**config.mk**
```make
export PLATFORM = sky130hd
export DESIGN_NAME = manch_tx_encoder
export DESIGN_NICKNAME = d
export VERILOG_FILES = /design/src/rtl/comms_mii_pkg.sv /design/src/rtl/mii_tx_clk_gen.sv /design/src/rtl/manch_tx_encoder.sv
export SDC_FILE = /design/constraint.sdc
export NUM_CORES = 1
export LEC_CHECK = 0
export ABC_AREA = 1
export CELL_PAD_IN_SITES_DETAIL_PLACEMENT = 1
export CELL_PAD_IN_SITES_GLOBAL_PLACEMENT = 1
export CORE_MARGIN = 2
export CORE_UTILIZATION = 37
export CTS_BUF_LIST = sky130_fd_sc_hd__clkbuf_8
export DETAILED_ROUTE_END_ITERATION = 6
export PLACE_DENSITY = 0.76
export REMOVE_ABC_BUFFERS = 1
export SETUP_SLACK_MARGIN = 0.5
export SLEW_MARGIN = 20
export SYNTH_ARGS = -nofsm -noshare
export SYNTH_HDL_FRONTEND = slang
export SYNTH_HIERARCHICAL = 1
export SYNTH_SLANG_ARGS = --single-unit
```
**constraint.sdc**
```tcl
create_clock -name bit_clk2x -period 1.6 [get_ports bit_clk2x]
set_input_delay 0.24 -clock bit_clk2x [delete_from_list [all_inputs] [get_ports bit_clk2x]]
set_output_delay 0.24 -clock bit_clk2x [all_outputs]
set_load 0.05 [all_outputs]
```
**src/rtl/comms_mii_pkg.sv**
```systemverilog
// Shared types and constants for the 10 Mb/s Manchester MII transmit path.
package comms_mii_pkg;

  typedef enum logic [1:0] {
    IDLE = 2'd0,
    DATA = 2'd1,
    EOF  = 2'd2
  } tx_state_e;

  localparam int unsigned NIBBLE_W         = 4;
  localparam int unsigned NIBBLE_HALFBITS  = 8;
  localparam int unsigned MII_DIV          = 8;
  localparam int unsigned DIV_W            = $clog2(MII_DIV);
  localparam int unsigned EOF_HALFBITS_DEF = 4;
  localparam int unsigned EOF_CNT_W        = 3;

endpackage

```
**src/rtl/mii_tx_clk_gen.sv**
```systemverilog
// Divides the half-bit clock by 8 to make the MII TX clock and the nibble sample strobe.
module mii_tx_clk_gen
  import comms_mii_pkg::*;
(
  input  logic             clk,
  input  logic             rst,
  output logic [DIV_W-1:0] div_cnt,
  output logic             mii_tx_clk,
  output logic             strobe_c
);

  logic [DIV_W-1:0] div_cnt_q, div_cnt_d;
  logic             mii_tx_clk_q, mii_tx_clk_d;

  // MII clock is high for the upper half of the divider count.
  always_comb begin
    div_cnt_d    = div_cnt_q + DIV_W'(1);
    mii_tx_clk_d = (div_cnt_d >= DIV_W'(MII_DIV / 2));
  end

  always_ff @(posedge clk or posedge rst) begin
    if (rst) begin
      div_cnt_q    <= '0;
      mii_tx_clk_q <= 1'b0;
    end else begin
      div_cnt_q    <= div_cnt_d;
      mii_tx_clk_q <= mii_tx_clk_d;
    end
  end

  assign div_cnt    = div_cnt_q;
  assign mii_tx_clk = mii_tx_clk_q;
  assign strobe_c   = (div_cnt_q == DIV_W'(MII_DIV - 1));

endmodule

```
**src/rtl/manch_tx_encoder.sv**
```systemverilog
// MII nibble to Manchester line encoder with end-of-frame hold, carrier and debug counters.
module manch_tx_encoder
  import comms_mii_pkg::*;
#(
  parameter int unsigned EOF_HALFBITS = EOF_HALFBITS_DEF,
  parameter logic        IDLE_LEVEL   = 1'b0,
  parameter int unsigned FCNT_W       = 16,
  parameter int unsigned ECNT_W       = 8
) (
  input  logic                bit_clk2x,
  input  logic                reset,
  output logic                mii_tx_clk,
  input  logic [NIBBLE_W-1:0] mii_txd,
  input  logic                mii_tx_en,
  input  logic                mii_tx_er,
  output logic                manch_out_p,
  output logic                manch_out_n,
  output logic                tx_active,
  output logic [FCNT_W-1:0]   frame_cnt,
  output logic [ECNT_W-1:0]   txer_cnt
);

  logic [DIV_W-1:0]     div_cnt;
  logic                 strobe_c;

  tx_state_e            state_q, state_d;
  logic [EOF_CNT_W-1:0] eof_cnt_q, eof_cnt_d;
  logic [NIBBLE_W-1:0]  shreg_q, shreg_d;
  logic                 er_q, er_d;
  logic [FCNT_W-1:0]    frame_cnt_q, frame_cnt_d;
  logic [ECNT_W-1:0]    txer_cnt_q, txer_cnt_d;
  logic                 p_q, p_d;
  logic                 n_q, n_d;
  logic                 active_q, active_d;
  logic                 bit_c;

  mii_tx_clk_gen u_clk_gen (
    .clk        (bit_clk2x),
    .rst        (reset),
    .div_cnt    (div_cnt),
    .mii_tx_clk (mii_tx_clk),
    .strobe_c   (strobe_c)
  );

  assign bit_c = shreg_q[div_cnt[DIV_W-1:1]];

  always_comb begin
    state_d     = state_q;
    eof_cnt_d   = eof_cnt_q;
    shreg_d     = shreg_q;
    er_d        = er_q;
    frame_cnt_d = frame_cnt_q;
    txer_cnt_d  = txer_cnt_q;
    p_d         = IDLE_LEVEL;
    n_d         = IDLE_LEVEL;
    active_d    = 1'b0;

    // Line output for the current half-bit, registered one cycle later.
    unique case (state_q)
      DATA: begin
        p_d      = er_q ? 1'b1 : (div_cnt[0] ? bit_c : ~bit_c);
        n_d      = ~p_d;
        active_d = 1'b1;
      end
      EOF: begin
        p_d      = 1'b1;
        n_d      = 1'b0;
        active_d = 1'b1;
      end
      default: ;
    endcase

    unique case (state_q)
      IDLE: begin
        if (strobe_c && mii_tx_en) begin
          state_d     = DATA;
          shreg_d     = mii_txd;
          er_d        = 1'b0;
          frame_cnt_d = frame_cnt_q + FCNT_W'(1);
        end
      end
      DATA: begin
        if (strobe_c) begin
          if (mii_tx_en) begin
            shreg_d = mii_txd;
            er_d    = mii_tx_er;
            if (mii_tx_er && (txer_cnt_q != {ECNT_W{1'b1}})) begin
              txer_cnt_d = txer_cnt_q + ECNT_W'(1);
            end
          end else begin
            state_d   = EOF;
            eof_cnt_d = '0;
            er_d      = 1'b0;
          end
        end
      end
      EOF: begin
        // Hold lasts EOF_HALFBITS cycles, always finishing before the next strobe.
        if (eof_cnt_q == EOF_CNT_W'(EOF_HALFBITS - 1)) begin
          state_d = IDLE;
        end else begin
          eof_cnt_d = eof_cnt_q + EOF_CNT_W'(1);
        end
      end
      default: state_d = IDLE;
    endcase
  end

  always_ff @(posedge bit_clk2x or posedge reset) begin
    if (reset) begin
      state_q     <= IDLE;
      eof_cnt_q   <= '0;
      shreg_q     <= '0;
      er_q        <= 1'b0;
      frame_cnt_q <= '0;
      txer_cnt_q  <= '0;
      p_q         <= IDLE_LEVEL;
      n_q         <= IDLE_LEVEL;
      active_q    <= 1'b0;
    end else begin
      state_q     <= state_d;
      eof_cnt_q   <= eof_cnt_d;
      shreg_q     <= shreg_d;
      er_q        <= er_d;
      frame_cnt_q <= frame_cnt_d;
      txer_cnt_q  <= txer_cnt_d;
      p_q         <= p_d;
      n_q         <= n_d;
      active_q    <= active_d;
    end
  end

  assign manch_out_p = p_q;
  assign manch_out_n = n_q;
  assign tx_active   = active_q;
  assign frame_cnt   = frame_cnt_q;
  assign txer_cnt    = txer_cnt_q;

endmodule

```
==> out/metrics.cfg, run 1 <==
[drt]
drt-vias-per-instance=4.81
antenna_left=0
drt-total-wl_um=6360
via_count=1815
drc=0
drtPass1Iterations=4
wl_per_cell_um=16.9
drt-initial-drc-count=67

[worst_setup_path]
worst-path-max-fanout=4
start_kind=flip-flop
reg2reg_slack_ps=-110
timing.rr.start=u_clk_gen/div_cnt[0]
cp-end-kind=flip-flop
crit_arrival_ps=1890
cp.required_ps=1780
criticalPathCategory=reg -> reg
worstReg2RegEnd=state_q[1]
reg2reg_depth=8

[grt]
grt_max_degree=38
grtUsageMet1_pct=22.8
grtUsageMet3_pct=3.95
antenna_found_initial=0
met2_usage_pct=34.7
busiest_layer=met2
grt.total_usage_pct=19.4
grt_overflow_total=0
grt_pass1_wl_um=9130
grt_pass1_vias=1893

[cts]
clock_latency_ps=300
cts_tree=built
cts_root_buf=clkbuf_8
cts_sinks=40
clk_pin_slew_worst_paths_ps=80
cts.path.max_buffers=2
cts.htree.levels=2
hold_buffers=0
cts_buffers=5

[floorplan]
dieHeight_um=77.7
boundaryPins=36
core.rowCount=26
dieArea_um2=6040
die_w_um=77.7
core_area_um2=5170
start_util_pct=38.8

[final_layout]
fillers=539
stdcell_count=377
drive_above_1_share_pct=51.8
stdcell_area_um2=3300
fin_nets=323
diodes=0
syn_to_final_growth_pct=64.1
fin_util_pct=63.7

[power]
ir_worst_vdd_uv=749
powerDensity_nw_per_um2=1170
power.leakage_nw=1.68

[yosys]
netlist_instances=213
synthTopCellsByArea=dfrtp_1 50%, nand2_1 9.2%, ha_1 5.6%
synth_top_area_share_pct=49.8
yosysTopAreaCell=dfrtp_1
syn_area_um2=2010
avgSynthCellArea_um2=9.43
ys_seq_area_share_pct=49.8
synth_warnings=6
synth_cell_types=29
ys_ff_latch=40

[timing]
clock_skew_ps=4.70
hold_ws_ps=151
slew-limit-headroom_pct=78.8
timing.fmax_mhz=585
finalCritPeriodShare_pct=107
finalMaxSlewViolations=0
tightest_slew_ps=317
grt_setup_unrepaired=yes
min_period_ps=1710
setup_slack_ps=-110
finalSetupViolCount=18
final_hold_viol_count=0

[run_status]
outcome=complete, but fails checks
violations=setup timing

[placed_design]
dp_slack_ps=-101
dpl.hpwl_um=3170
dp_cells=335
io_buffers=35
globalplace.congestion=0.719
placed_area_um2=2550

[worst_hold_path]
hold_class=in -> async

[job]
drv_cap=0

[how the worst max path moves through the flow]
| stage | start | end | slack [ps] | cells after the start |
|---|---|---|---|---|
| 2_1_floorplan | u_clk_gen/div_cnt[2] | frame_cnt[13] | -190 | 10 |
| 3_3_place_gp | u_clk_gen/div_cnt[0] | shreg_q[1] | -60 | 7 |
| 3_5_place_dp | mii_tx_en | frame_cnt[13] | -100 | 10 |
| 4_1_cts | u_clk_gen/div_cnt[1] | shreg_q[2] | 50 | 7 |
| 5_1_grt | u_clk_gen/div_cnt[0] | state_q[1] | -180 | 8 |
| 6_report | u_clk_gen/div_cnt[0] | state_q[1] | -110 | 8 |
[critical path: stages, from the launching register on]
cell	delay, ps
dfrtp_1	380
ha_2	210
ha_4	160
buf_6	100
inv_2	40
o21a_1	210
nand3b_1	270
nand2_1	150
o21ai_1	90
[synth_stat cells]
cell,count
nor2_8,1
nand4_1,1
nor3_4,1
inv_2,2
and2_1,1
a21oi_4,1
or2_2,1
a21oi_1,4
nand2_4,4
nand2_1,49
mux2_2,4
o21ai_0,10
nor2_1,11
xnor2_1,10
nand3_1,14
nor2_2,1
nand2_2,1
dfrtp_1,40
o21a_1,2
inv_1,30
xor2_1,7
nor2_4,2
nand3b_1,1
nor3_1,2
o21ai_2,1
nand3_2,1
or2_1,1
buf_4,1
ha_1,9
[routing by layer]
| metal | wire, µm | share of wire [%] |
|---|---|---|
| met5 | 0 | 0 |
| met4 | 118 | 1.9 |
| met3 | 194 | 3.0 |
| met1 | 2510 | 39 |
| met2 | 3540 | 56 |
[cell usage in the layout (no fill, tap or decap), types with 5 or more instances in the layout]
master / netlist / routed
xor2_1: 7 / 6
o21ai_1: 0 / 5
xnor2_1: 10 / 6
inv_1: 30 / 25
nand2_1: 49 / 37
clkbuf_8: 0 / 5
dfrtp_2: 0 / 6
dfrtp_1: 40 / 34
buf_4: 1 / 38
o21ai_2: 1 / 5
nand3_1: 14 / 7
nor2_1: 11 / 9
nand2_4: 4 / 6
buf_8: 0 / 6
buf_6: 0 / 31
nand2_2: 1 / 12
clkdlybuf4s50_1: 0 / 7
inv_2: 2 / 5
nand3_2: 1 / 8
[state kept, by name, summed over array words and instances, names as in the netlist]
name,flops
frame_cnt,16
txer_cnt,8
shreg_q,4
eof_cnt_q,3
u_clk_gen/div_cnt,3
state_q,2
er_q,1
manch_out_n,1
manch_out_p,1
tx_active,1
[where the power goes]
| part | total, mW | leakage, nW | internal [mW] | switching, mW |
|---|---|---|---|---|
| registers | 1.37 | 0.502 | 1.20 | 0.170 |
| clock network | 0.827 | 0.0593 | 0.457 | 0.371 |
| logic | 1.66 | 1.12 | 0.712 | 0.945 |
| total | 3.85 | 1.68 | 2.37 | 1.49 |
[metrics by stage]
stage	TNS, ps	total power [mW]
6_report	-901	3.85
5_1_grt	-2360	4.06
4_1_cts	0	3.63
3_5_place_dp	-1050	2.55
3_3_place_gp	-463	2.52
2_1_floorplan	-1860	2.13
[cells by family after synthesis]
logic type,count (synthesis),share of synthesized area (%)
muxes,4,2.24
AOI/OAI and AO/OA,18,5.48
xor gates and xnor gates,17,7.41
DFF,40,49.8
and+or+nand+nor,92,23.1
buffers and inverters,33,6.35
adders and majority gates,9,5.60
[final cells by class]
class                   count  area (µm²)  area share, %
clock buffers               5        68.8           2.09
multi-input cells         141        1090           33.1
flip-flops and latches     40        1010           30.6
clock inverters             3        38.8           1.18
well taps                  70        87.6           2.66
inverters                  32         128           3.87
repair buffers             86         875           26.5
[what timing repair did]
item	4_1_cts	5_1_grt
pin swaps	14	13
resized for setup	71	44
setup buffers	18	15
setup endpoints to repair	61	62
gates cloned	1	0
Power figures use the tool's default switching activity.
==> run 2: changes to the inputs <==
--- a/config.mk
+++ b/config.mk
@@ -13,7 +13,6 @@
 export CTS_BUF_LIST = sky130_fd_sc_hd__clkbuf_8
 export DETAILED_ROUTE_END_ITERATION = 6
 export PLACE_DENSITY = 0.76
-export REMOVE_ABC_BUFFERS = 1
 export SETUP_SLACK_MARGIN = 0.5
 export SLEW_MARGIN = 20
 export SYNTH_ARGS = -nofsm -noshare
==> out/metrics.cfg, run 2 (synthesis gave the netlist of run 1 again) <==
[worst_setup_path]
cp-end-kind=flip-flop
start_kind=flip-flop
criticalPathCategory=reg -> reg
cpPeakStageDelay_ps=370  ; about the same
cp.required_ps=1780  ; about the same
reg2reg_slack_ps=-100  ; about the same
crit_arrival_ps=1880  ; about the same
crit_family=simple AND/OR/NAND/NOR gates
path_buf_inv=2  ; unchanged
slowest_stage=dfrtp_1
worstReg2RegEnd=state_q[0]
path_cells=ha_2, ha_4, buf_6, inv_4, o21a_4, nand3b_1, nand2_1, o21ai_1
worst-path-max-fanout=4  ; unchanged
reg2reg_depth=8  ; unchanged
timing.rr.start=u_clk_gen/div_cnt[0]

[run_status]
outcome=complete, but fails checks
violations=setup timing

[final_layout]
fin_nets=318  ; -1.5%
largest_reg_flops=16  ; unchanged
syn_to_final_growth_pct=67.8
diodes=0  ; unchanged
fillers=545  ; +1.1%
stdcell_count=372  ; -1.3%
fin_util_pct=65.2  ; +1.5 points
drive_above_1_share_pct=57.0  ; +5.2 points
mostFrequentLayoutCells=33 x nand2_1, 33 x buf_4, 26 x inv_1

[placed_design]
globalplace.congestion=0.753  ; +4.7%
dpl.hpwl_um=3170  ; -0.15%
dp_cells=327  ; -2.4%
dp_slack_ps=-75.4  ; +25.9 ps
io_buffers=35  ; unchanged

[power]
p_switching_mw=1.63  ; +9.9%
combPwrFrac_pct=47.7  ; +4.7 points
seqPwrFrac_pct=34.8  ; -0.7 points
ir_worst_vdd_uv=781  ; +4.2%
power.leakage_nw=1.66  ; -1.5%
switching_share_pct=40.0  ; +1.4 points
power.internal_mw=2.45  ; +3.4%
powerDensity_nw_per_um2=1210  ; +3.6%
power.share.clock_pct=17.5  ; -4.0 points

[drt]
drt-vias-per-instance=4.92  ; +2.2%
drtPass1Iterations=4  ; unchanged
drt-total-wl_um=6710  ; +5.5%
drc=0  ; unchanged
via_count=1830  ; +0.83%
wl_per_cell_um=18.0  ; +6.9%
drt-initial-drc-count=35  ; -48%
antenna_left=0  ; unchanged

[grt]
grt.total_usage_pct=18.6  ; -0.81 points
grt_overflow_total=0  ; unchanged
grt_pass1_wl_um=8730  ; -4.4%
grt_max_degree=38  ; unchanged
antenna_found_initial=0  ; unchanged
grt_pass1_vias=1882  ; -0.58%

[timing]
clock_skew_ps=2.59  ; -2.12 ps
tightest_slew_ps=288  ; -28.3 ps
timing.fmax_mhz=590  ; +0.85%
grt_setup_unrepaired=yes
finalCritPeriodShare_pct=106  ; -0.90 points
setup_slack_ps=-95.7  ; +14.3 ps
finalSetupViolCount=4  ; -14
min_period_ps=1700  ; -14.3 ps
slew-limit-headroom_pct=80.6  ; +1.8 points
final_hold_viol_count=0  ; unchanged
finalMaxSlewViolations=0  ; unchanged

[floorplan]
dieHeight_um=77.7  ; unchanged
boundaryPins=36  ; unchanged
core_area_um2=5170  ; unchanged
core.rowCount=26  ; unchanged
die_w_um=77.7  ; unchanged
dieArea_um2=6040  ; unchanged
start_util_pct=38.8  ; unchanged

[cts]
hold_buffers=0  ; unchanged
cts_sinks=40  ; unchanged
clk_pin_slew_worst_paths_ps=80  ; about the same
cts_root_buf=clkbuf_8
clock_latency_ps=300  ; about the same
cts_buffers=5  ; unchanged
cts.htree.levels=2  ; unchanged
cts_tree=built
cts.path.max_buffers=2  ; unchanged

[job]
drv_cap=0  ; unchanged

[yosys]
synth_nets=230

[worst_hold_path]
hold_class=in -> async

-- run 2: metrics by stage --
step | hold slack [ps] | instance area, µm² | TNS, ps | power [mW]
2_1_floorplan | -6.42 | 2100 | 0 | 2.21
3_3_place_gp | 449 | 2550 | -72.7 | 2.55
3_5_place_dp | 458 | 2550 | -185 | 2.61
4_1_cts | 132 | 3010 | -15.8 | 3.57
5_1_grt | 131 | 3370 | -1320 | 4.30
6_report | 125 | 3370 | -202 | 4.08
-- run 2: how the worst max path moves through the flow --
stage / cells past startpoint / start / endpoint
final: 8 / u_clk_gen/div_cnt[0] / state_q[0]
after global routing: 8 / u_clk_gen/div_cnt[0] / state_q[0]
after CTS: 11 / u_clk_gen/div_cnt[0] / frame_cnt[13]
after detailed placement: 10 / mii_tx_en / frame_cnt[13]
after global placement: 10 / mii_tx_en / frame_cnt[13]
after floorplan: 7 / u_clk_gen/div_cnt[2] / frame_cnt[12]
-- run 2: area by class of cell --
class                      count  area [µm²]  area share, %
tap                           70        87.6           2.60
clock inverter                 2        7.51          0.223
timing repair buffer          81         848           25.2
inverter                      32         133           3.93
clock buffer                   6        82.6           2.45
multi-input combinational    141        1190           35.3
sequential                    40        1020           30.3
-- run 2: power by group through the flow --
| stage | Sequential (mW) | Combinational, mW | Clock, mW |
|---|---|---|---|
| final | 1.42 | 1.95 | 0.715 |
| after global routing | 1.45 | 2.08 | 0.774 |
| after CTS | 1.37 | 1.48 | 0.718 |
| after detailed placement | 1.39 | 1.22 | 0 |
| after global placement | 1.38 | 1.17 | 0 |
| after floorplan | 1.64 | 0.575 | 0 |
-- run 2: metal layers --
layer | GRT usage [%] | wire [µm] | vias to the layer above
met5 | 0 | 0 | -
met4 | 8.57 | 230 | 0
met3 | 3.72 | 192 | 20
met2 | 33.6 | 3740 | 50
met1 | 20.8 | 2550 | 918
li1 | - | - | 842
-- run 2: what timing repair did --
item,CTS,global route
pin swaps,24,21
cloned,1,0
gates resized for setup,67,61
setup endpoints to repair,61,64
buffers inserted,19,17
==> run 3: changes to the inputs <==
--- a/config.mk
+++ b/config.mk
@@ -12,7 +12,8 @@
 export CORE_UTILIZATION = 37
 export CTS_BUF_LIST = sky130_fd_sc_hd__clkbuf_8
 export DETAILED_ROUTE_END_ITERATION = 6
-export PLACE_DENSITY = 0.76
+export PLACE_DENSITY_LB_ADDON = 0.25
+export REMOVE_ABC_BUFFERS = 1
 export SETUP_SLACK_MARGIN = 0.5
 export SLEW_MARGIN = 20
 export SYNTH_ARGS = -nofsm -noshare
==> out/metrics.cfg, run 3 (synthesis gave the netlist of run 1 again) <==
[run_status]
outcome=complete, but fails checks
violations=setup timing

[grt]
grt_pass1_wl_um=8740  ; about the same
grt_overflow_total=0  ; unchanged
grt_max_degree=38  ; unchanged
grt_pass1_vias=1819  ; -3.3%
grt.total_usage_pct=18.6  ; +0.029 points
antenna_found_initial=0  ; unchanged

[drt]
drtPass1Iterations=4  ; unchanged
drt-initial-drc-count=66  ; +89%
wl_per_cell_um=15.9  ; -12%
antenna_left=0  ; unchanged
via_count=1699  ; -7.2%
drt-vias-per-instance=4.63  ; -5.9%
drc=0  ; unchanged
drt-total-wl_um=5830  ; -13%

[timing]
tns_ps=-1.36  ; +201 ps
tightest_slew_ps=345  ; +56.4 ps
hold_ws_ps=137  ; +12.3 ps
finalCritPeriodShare_pct=100  ; -5.9 points
clock_skew_ps=7.48  ; +4.90 ps
min_period_ps=1600  ; -94.3 ps
finalMaxSlewViolations=0  ; unchanged
grt_setup_unrepaired=yes
setup_slack_ps=-1.36  ; +94.3 ps
final_hold_viol_count=0  ; unchanged
finalSetupViolCount=1  ; -3
timing.fmax_mhz=624  ; +5.9%
slew-limit-headroom_pct=76.9  ; -3.7 points

[final_layout]
stdcell_count=367  ; -1.3%
diodes=0  ; unchanged
fin_util_pct=61.4  ; -3.7 points
syn_to_final_growth_pct=58.2
fin_nets=314  ; -1.3%
mostFrequentLayoutCell=nand2_1
drive_above_1_share_pct=47.5  ; -9.5 points
stdcell_area_um2=3180  ; -5.8%
largest_reg_flops=16  ; unchanged
mostFrequentLayoutCells=41 x nand2_1, 33 x dfrtp_1, 31 x buf_4
fillers=558  ; +2.4%

[worst_setup_path]
reg2reg_slack_ps=-1  ; +90 ps
cp.required_ps=1780  ; about the same
worst-path-max-fanout=4  ; unchanged
start_kind=flip-flop
cpMostUsedCell=nand2_4
path_cells=ha_2, ha_4, nand2_4, nor2_8, nand2_4, nor2_4, buf_4, nand2_2, xnor2_1
crit_arrival_ps=1780  ; -100 ps
cpPeakStageDelay_ps=360  ; about the same
criticalPathCategory=reg -> reg
slowest_stage=dfrtp_1
cp-end-kind=flip-flop

[placed_design]
dp_slack_ps=-122  ; -46.9 ps
globalplace.congestion=0.733  ; -2.7%
placed_area_um2=2520  ; -1.1%
dp_cells=332  ; +1.5%
dpl.hpwl_um=3140  ; -0.94%
io_buffers=35  ; unchanged

[cts]
clk_pin_slew_worst_paths_ps=80  ; about the same
hold_buffers=0  ; unchanged
clock_latency_ps=290  ; about the same
cts_sinks=40  ; unchanged
cts.path.max_buffers=2  ; unchanged
cts_tree=built
cts_root_buf=clkbuf_8
cts_buffers=5  ; unchanged
cts.htree.levels=2  ; unchanged

[floorplan]
dieArea_um2=6040  ; unchanged
core.rowCount=26  ; unchanged
die_w_um=77.7  ; unchanged
boundaryPins=36  ; unchanged
dieHeight_um=77.7  ; unchanged
core_area_um2=5170  ; unchanged
start_util_pct=38.8  ; unchanged

[power]
power_mw=3.89  ; -4.7%
powerDensity_nw_per_um2=1220  ; +1.1%
ir_worst_vdd_uv=773  ; -1.0%
power.leakage_nw=1.59  ; -4.0%

[job]
drv_cap=0  ; unchanged

[worst_hold_path]
hold_class=in -> async

-- run 3: cell count changes in the layout (fill, tap and decap cells not counted), sizes merged --
cell / change
buf: -4
inv: -1
clkinv: +1
clkbuf: -1
-- run 3: area by class of cell --
cell class	instances	area, µm²	share of cell area [%]
clock inverter	2	8.76	0.276
sequential	40	1010	31.8
clock buffer	5	68.8	2.17
tap	70	87.6	2.76
timing repair buffer	77	798	25.1
multi-input combinational	141	1080	33.9
inverter	32	128	4.02
-- run 3: where the power goes --
part	switching, mW	internal [mW]	leakage [nW]
clock network	0.361	0.291	0.0452
logic	0.988	0.882	1.04
registers	0.167	1.20	0.501
total	1.52	2.37	1.59
-- run 3: path summary, 6_finish.rpt --
path                            cells after the start            startpoint                    to
worst max-delay path                                9  u_clk_gen/div_cnt[1]          frame_cnt[9]
max in group asynchronous                           3                 reset           txer_cnt[3]
min in group bit_clk2x                              1          frame_cnt[9]          frame_cnt[9]
worst min-delay path                                2                 reset  u_clk_gen/div_cnt[1]
worst max register to register                      9  u_clk_gen/div_cnt[1]          frame_cnt[9]
worst min register to register                      1          frame_cnt[9]          frame_cnt[9]
-- run 3: repair_timing --
action,CTS,global route
pin swaps,20,18
resized for setup,75,39
setup endpoints to repair,61,64
gates cloned,1,0
endpoints found under the hold margin,0,0
buffers inserted,13,14
-- run 3: per-layer routing --
| layer | track usage [%] | wire, µm | up-vias | part of all wire, % |
|---|---|---|---|---|
| met4 | 7.86 | 56 | 0 | 0.96 |
| li1 | - | - | 832 | - |
| met5 | 0 | 0 | - | 0 |
| met2 | 32.2 | 3130 | 28 | 54 |
| met3 | 3.26 | 142 | 6 | 2.4 |
| met1 | 22.7 | 2510 | 833 | 43 |
-- run 3: worst max-delay path, delay by kind of cell (launching register included) --
kind                       cells  cell delay (ps)
buffers and inverters          1              150
adders and majority gates      2              360
and+or+nand+nor                5              500
xor gates and xnor gates       1              110
DFF                            1              360
